`src/rtl/fp16_fma_issuer.sv`:
```
// Operand issuer and result collector for a fixed-latency FP16 FMA, with credit-based FIFO.
// Optional perf counters under FMA_ISSUER_PERF_EN.
module fp16_fma_issuer #(
   parameter int LATENCY = 4,
   parameter int DEPTH   = 8
) (
   input  logic        clk,
   input  logic        rst,
   input  logic        s_valid,
   output logic        s_ready,
   input  logic [15:0] s_a,
   input  logic [15:0] s_b,
   input  logic [15:0] s_c,
   output logic        fma_in_valid,
   output logic [15:0] fma_a,
   output logic [15:0] fma_b,
   output logic [15:0] fma_c,
   input  logic        fma_out_valid,
   input  logic [15:0] fma_out,
   output logic        m_valid,
   input  logic        m_ready,
   output logic [15:0] m_data,
   output logic        busy,
   output logic        err
`ifdef FMA_ISSUER_PERF_EN
   ,
   output logic [31:0] perf_issued,
   output logic [31:0] perf_stall
`endif
);

   localparam int AW = $clog2(DEPTH);
   localparam int CW = AW + 1;
   localparam int DW = $clog2(LATENCY + 1);

   localparam logic [1:0] ST_DRAIN = 2'd0;
   localparam logic [1:0] ST_IDLE  = 2'd1;
   localparam logic [1:0] ST_RUN   = 2'd2;

   logic [1:0]    state_q, state_d;
   logic [DW-1:0] drain_cnt_q, drain_cnt_d;
   logic [CW-1:0] inflight_q, inflight_d;
   logic [CW-1:0] count_q, count_d;
   logic [AW-1:0] wr_ptr_q, wr_ptr_d;
   logic [AW-1:0] rd_ptr_q, rd_ptr_d;
   logic          fiv_q, fiv_d;
   logic [15:0]   a_q, a_d, b_q, b_d, c_q, c_d;
   logic          err_q, err_d;
   logic [15:0]   mem [DEPTH];

   logic          drain, issue, ret, ret_ok, push, pop, full;
   logic [CW:0]   occ;

   assign drain   = (state_q == ST_DRAIN);
   assign occ     = {1'b0, inflight_q} + {1'b0, count_q};
   assign s_ready = !drain && (occ < (CW+1)'(DEPTH));
   assign issue   = s_valid && s_ready;
   assign m_valid = (count_q != '0);
   assign pop     = m_valid && m_ready;
   assign full    = (count_q == CW'(DEPTH));
   // Results emerging while draining are stale pipeline contents.
   assign ret     = fma_out_valid && !drain;
   assign ret_ok  = ret && (inflight_q != '0);
   assign push    = ret_ok && (!full || pop);
   assign busy    = (inflight_q != '0) || (count_q != '0);
   assign m_data  = m_valid ? mem[rd_ptr_q] : 16'h0000;

   assign fma_in_valid = fiv_q;
   assign fma_a        = a_q;
   assign fma_b        = b_q;
   assign fma_c        = c_q;
   assign err          = err_q;

   always_comb begin
      state_d     = state_q;
      drain_cnt_d = drain_cnt_q;
      unique case (state_q)
         ST_DRAIN: begin
            if (drain_cnt_q == '0) state_d = ST_IDLE;
            else drain_cnt_d = drain_cnt_q - DW'(1);
         end
         ST_IDLE: if (issue) state_d = ST_RUN;
         ST_RUN:  if (!busy) state_d = ST_IDLE;
         default: state_d = ST_DRAIN;
      endcase
   end

   always_comb begin
      inflight_d = inflight_q;
      if (issue && !ret_ok) inflight_d = inflight_q + CW'(1);
      else if (!issue && ret_ok) inflight_d = inflight_q - CW'(1);
      count_d = count_q;
      if (push && !pop) count_d = count_q + CW'(1);
      else if (!push && pop) count_d = count_q - CW'(1);
      wr_ptr_d = wr_ptr_q + AW'(push);
      rd_ptr_d = rd_ptr_q + AW'(pop);
      fiv_d    = issue;
      a_d      = issue ? s_a : a_q;
      b_d      = issue ? s_b : b_q;
      c_d      = issue ? s_c : c_q;
      err_d    = err_q | (ret && (inflight_q == '0)) | (ret_ok && !push);
   end

   always_ff @(posedge clk) begin
      if (rst) begin
         state_q     <= ST_DRAIN;
         drain_cnt_q <= DW'(LATENCY);
         inflight_q  <= '0;
         count_q     <= '0;
         wr_ptr_q    <= '0;
         rd_ptr_q    <= '0;
         fiv_q       <= 1'b0;
         a_q         <= '0;
         b_q         <= '0;
         c_q         <= '0;
         err_q       <= 1'b0;
      end else begin
         state_q     <= state_d;
         drain_cnt_q <= drain_cnt_d;
         inflight_q  <= inflight_d;
         count_q     <= count_d;
         wr_ptr_q    <= wr_ptr_d;
         rd_ptr_q    <= rd_ptr_d;
         fiv_q       <= fiv_d;
         a_q         <= a_d;
         b_q         <= b_d;
         c_q         <= c_d;
         err_q       <= err_d;
      end
   end

   always_ff @(posedge clk) begin
      if (push) mem[wr_ptr_q] <= fma_out;
   end

`ifdef FMA_ISSUER_PERF_EN
   logic [31:0] perf_issued_q, perf_issued_d;
   logic [31:0] perf_stall_q, perf_stall_d;

   always_comb begin
      perf_issued_d = perf_issued_q + 32'(issue);
      perf_stall_d  = perf_stall_q + 32'(s_valid && !s_ready && !drain);
   end

   always_ff @(posedge clk) begin
      if (rst) begin
         perf_issued_q <= '0;
         perf_stall_q  <= '0;
      end else begin
         perf_issued_q <= perf_issued_d;
         perf_stall_q  <= perf_stall_d;
      end
   end

   assign perf_issued = perf_issued_q;
   assign perf_stall  = perf_stall_q;
`endif

endmodule
```
`config.mk`:
```
export PLATFORM = sky130hd
export DESIGN_NAME = fp16_fma_issuer
export DESIGN_NICKNAME = d
export VERILOG_FILES = /design/src/rtl/fp16_fma_issuer.sv
export SDC_FILE = /design/constraint.sdc
export NUM_CORES = 1
export LEC_CHECK = 0
export CAP_MARGIN = 15
export CORE_MARGIN = 10
export CORE_UTILIZATION = 52
export DETAILED_ROUTE_END_ITERATION = 8
export HOLD_SLACK_MARGIN = 0.15
export PLACE_DENSITY = 0.8
export SYNTH_ARGS = -nofsm -noshare
export SYNTH_HDL_FRONTEND = slang
export SYNTH_SLANG_ARGS = --single-unit
```
`constraint.sdc`:
```
create_clock -name clk -period 3.8 [get_ports clk]
set_input_delay 0.76 -clock clk [delete_from_list [all_inputs] [get_ports clk]]
set_output_delay 0.76 -clock clk [all_outputs]
set_load 0.03 [all_outputs]
```
# == After elaboration in Yosys (flattened, before gate mapping) ==
# Memories as Yosys holds them, arrays and structs flattened. A register that Yosys moved wholly into a read port is not among the register bits.
# Cells that the tools add are included.
# classes
add_sub_neg,8
n_lt_le_gt_ge,1
n_eq_ne,6
n_mux,12
n_bitwise,3
reduce_logical,29
# op_table
operator,n
two-way mux 16 bit,1
two-way mux 4 bit,4
logical AND 1 bit,12
"adder 4 x 1 -> 4 bit, second input constant",2
nonzero test 4 bit,2
"subtractor 4 x 1 -> 4 bit, second input constant",2
adder 3 x 1 -> 3 bit,2
logical NOT 1 bit,6
two-way mux 2 bit,3
one-hot mux 2 bit (3 select lines),1
adder 4 x 4 -> 5 bit,1
"less-than comparator 5 x 4 -> 1 bit, second input constant",1
"== test 4 bit, second input constant",1
logical NOT 4 bit,1
"inequality test 2 bit, second input constant",2
nonzero test 2 bit,2
logical NOT 3 bit,1
two-way mux 3 bit,1
AND reduction 3 bit,1
"subtractor 3 x 1 -> 3 bit, second input constant",1
"== test 2 x 1 -> 1 bit, second input constant",1
"== test 2 bit, second input constant",1
logical NOT 2 bit,1
logical OR 1 bit,2
5 further kinds,7
# totals
regBits,69
ram_bits,128
inputBits,69
output_inout_bits,69
elab_cells,71
mem_count,1
# memory_table
name,depth,word_bits,read_ports,rd_clocked_by_memory_dff,wr,line_no,text
mem,8,16,1,1,1,49,logic [15:0] mem [DEPTH];

# == Longest topological paths before layout ==
# depth
word_depth,9
ltp_mapped,12
mapped_depth_nobuf,11

# == Worst setup path before layout ==
# OpenSTA, ideal clock, no wires.
# synth_path
path_type,input -> register
start,input fma_out_valid
end,memory mem[1][0] (enable)
setup_time_ns,0.409
arrival_ns,2.568
required_ns,3.391
slack_ns,0.823
cell_stages,4
n_path_buf,0
cell_sequence,o21ai_0 > a211oi_1 > nand2_1 > nor3_1
# synth_via
elab_chain_cells,5
# synth_lines
item,line_no,text
start: declaration,18,"input logic fma_out_valid,"
logical AND 1 bit,62,assign ret = fma_out_valid && !drain;
logical AND 1 bit,63,assign ret_ok = ret && (inflight_q != '0);
logical AND 1 bit,64,assign push = ret_ok && (!full || pop);
two-way mux 1 bit,133,if (push) mem[wr_ptr_q] <= fma_out;
two-way mux 1 bit (not written as such),133,
end: declaration,49,
# Every way passes these cells.

# == Worst setup path in the final report ==
# layout_path
start,register count_q[1]
end,output s_ready
# layout_via
elab_chain_cells,3
# layout_lines
item,line_no,text
start: declaration,43,"logic [CW-1:0] count_q, count_d;"
start signal: assignment,121,count_q <= count_d;
adder 4 x 4 -> 5 bit,55,"assign occ = {1'b0, inflight_q} + {1'b0, count_q};"
less-than comparator 5 x 4 -> 1 bit,56,assign s_ready = !drain && (occ < (CW+1)'(DEPTH));
logical AND 1 bit,56,
end: declaration,10,"output logic s_ready,"
# Every way passes these cells.

==> key figures <==
Status
  – Status: completed

Global route
  – Grt total ovfl: 0
  – Vias in the first global route: around 5100
  – Pin count of the biggest net entering global routing: 51
  – Initial antenna violation count: 1
  – GR Util All Layers: 0.1739
  – First-pass GRT wire length: about 27 mm

STA
  – RSZ-0062 raised after global routing: false
  – Min Tclk post-route: between 3 and 4 ns
  – Final Cycle Share: 0.8693
  – Slew HR: 0.4925
  – Setup TNS: 0 ns
  – Final setup vio count: 0
  – Worst setup margin: around 0.50 ns
  – Fin. max-slew vios: 0
  – Fmax achieved: about 300 MHz
  – Fin Clk Skew: about 0.0083 ns
  – Final Hold Vio Count: 0
  – Worst slew pin tran: 0.7612 ns

Power
  – Lkg Pwr: 3.304 nW
  – Pint: 4.165 mW
  – Overall power: ~6 mW
  – Seq pwr share: 0.407
  – Combinational power share: 0.305
  – Sw Share: 0.3152
  – Pwr Density: 613.4 mW/mm2
  – VDD IR max: 0.0003829 V
  – Clock Power Share: 0.288
  – P_sw: between 1.5 and 2 mW

Cells and area
  – Layout area overhead: 28.88%
  – Final core occ: 0.6822
  – Share of cells above drive strength 1: 0.1366
  – N_diodes: 0
  – Nets: ~800
  – Post-route insts no fill: 894

Routing
  – Drt total wl: approximately 17 mm
  – Residual DRC: 0
  – Average wire per standard cell: around 19 um
  – Remaining antenna violation count after routing: 0
  – Vias per cell: 5.371
  – Pre-antenna DRT Iters: 5
  – 1st-iter DRT viols: slightly above 300
  – Vias: just under 5000

Yosys
  – Synth unique cells: 32
  – Synth Flop Type: edfxtp_1
  – Mapped cell area: between 0.007 and 0.008 mm2
  – Post-Syn Nets: approximately 640
  – Synth Area per Inst: around 14 um2
  – Sequential area share after synthesis: 0.6791
  – Yosys Warn Count: 0
  – Post-synth EDFFs: between 100 and 150
  – Ys async rst share: 0
  – Yosys reg bits: between 150 and 200
  – Cell count after synthesis: 552

Worst setup path
  – Data required, critical path: 3.04 ns
  – Arr. time, crit path: roughly 2.5 ns
  – Crit Path Max Fanout: 6
  – Nature of the critical path endpoint: output pin
  – Type of origin of the critical path: flip-flop
  – Critical path type: flip-flop to output pin

Placed design
  – Dpl cells: between 800 and 900
  – Hpwl dp: about 11 mm
  – Port Buf Inserts: 137
  – Place WS: approximately 0.53 ns
  – GP Congestion: a little under 0.8

CTS
  – Later-pin clock latency in the skew report: roughly 0.43 ns
  – Setup Buffers After CTS: 0
  – Post-CTS Hold Fix Bufs: 0
  – CTS sink cnt: approximately 200
  – CTS Buffer Depth: 2
  – Num CTS Buffers: 17
  – Clock-pin slew on the worst setup and hold paths: ~0.07 ns
  – Post-cts resize count: 0
  – CTS H-tree depth: 4
  – Root Driver: clkbuf_16
  – CTS tree: yes

Floorplanning
  – Die Y-Extent: ~140 um
  – Core footprint: about 0.015 mm2
  – Cell row count: 44
  – Initial Utilization: 0.5294
  – Top Ports: 138
  – Die Span X: ~140 um
  – Die footprint: approximately 0.02 mm2

Run
  – Max Cap Violations: 0

Worst hold path
  – Hold crit path type: flip-flop to flip-flop
[metal layers]
metal	routed length, um	GRT usage	vias up	part of all wire
li1	-	-	2283	-
met1	6723	0.1985	2321	0.40
met2	7873	0.2726	179	0.46
met3	2152	0.1018	19	0.13
met4	233	0.04680	0	0.014
met5	0	0	-	0
[worst max-delay path: stages, from the launching register on]
cell and delay [ns]:
dfxtp_1 0.49, ha_1 0.29, a31oi_1 0.37, nor2_1 0.08, nor3_1 0.18, clkdlybuf4s50_1 0.72
[state kept, by name, indices dropped and copies added (netlist names)]
name          flops
mem             128
fma_a            16
fma_b            16
fma_c            16
count_q           4
inflight_q        4
drain_cnt_q       3
rd_ptr_q          3
wr_ptr_q          3
state_q           2
err               1
fma_in_valid      1
[stage by stage]
stage	instance area [um2]	hold slack (ns)
final	9916	0.4538
after global routing	9916	0.4733
after CTS	9916	0.4569
after detailed placement	9335	0.4480
after global placement	9335	0.4414
after floorplan	7694	0.4648
[synthesized netlist by cell type, drive strengths merged, types with 2 or more instances]
cell	instances	area, um2
a211oi	4	30.03
a21oi	55	275.3
a31oi	3	18.77
buf	22	110.1
clkbuf	9	33.78
dfxtp	69	1381
edfxtp	128	3844
fa	2	40.04
ha	15	187.7
inv	9	33.78
mux2	2	22.52
mux2i	18	180.2
mux4	32	720.7
nand2	102	382.9
nand2b	4	25.02
nand3	3	15.01
nor2	43	161.4
nor2b	9	56.30
nor3	5	25.02
nor4	2	12.51
o21ai	2	10.01
or2	2	12.51
xnor2	5	43.79
xor2	2	17.52
[cells in the final DEF, fill, tap and decap left out, types with 3 or more instances in the layout]
cell	n
mux4_2	32
inv_6	3
nand2b_1	4
nand3_1	3
clkinv_2	3
inv_1	8
a31oi_1	3
clkdlybuf4s50_1	136
buf_4	19
clkinvlp_4	3
mux2i_1	18
a211oi_1	4
a21oi_1	55
ha_1	15
xnor2_1	5
nor2_1	43
edfxtp_1	128
dfxtp_1	68
nand2_1	102
nor3_1	3
nor2b_1	9
clkbuf_16	17
clkinv_4	3
[power by group through the flow]
stage / logic [mW] / registers, mW / clock network (mW)
final: 1.86 / 2.47 / 1.75
after CTS: 1.89 / 2.47 / 1.78
after global placement: 1.83 / 2.51 / 0
after detailed placement: 1.87 / 2.52 / 0
after floorplan: 1.11 / 2.59 / 0
after global routing: 2.02 / 2.49 / 1.88
[final timing paths]
check,start,endpoint,slack (ns),depth (start not counted)
max,count_q[1]$_SDFFE_PP0P_,s_ready,0.50,5
min,fma_c[0]$_SDFFE_PP0P_,fma_c[0]$_SDFFE_PP0P_,0.45,2
max reg2reg,count_q[1]$_SDFFE_PP0P_,inflight_q[3]$_SDFFE_PP0P_,0.85,11
min reg2reg,fma_c[0]$_SDFFE_PP0P_,fma_c[0]$_SDFFE_PP0P_,0.45,2
[cells by family after synthesis]
logic type | Yosys count | share of synthesized area
compound gates | 67 | 0.04749
xor+xnor | 7 | 0.007969
flops | 197 | 0.6791
simple gates | 172 | 0.09269
fa+ha+maj | 17 | 0.02960
mux | 52 | 0.1200
buf+inv | 40 | 0.02309
[final cells by class]
class | count | area, um2
sequential | 197 | 5226
fill | 1000 | 4618
multi-input combinational | 315 | 2316
timing repair buffer | 157 | 1529
clock buffer | 17 | 425.4
tap | 184 | 230.2
clock inverter | 15 | 155.1
inverter | 9 | 33.78
Note: power is estimated with default switching activity, not from simulation.
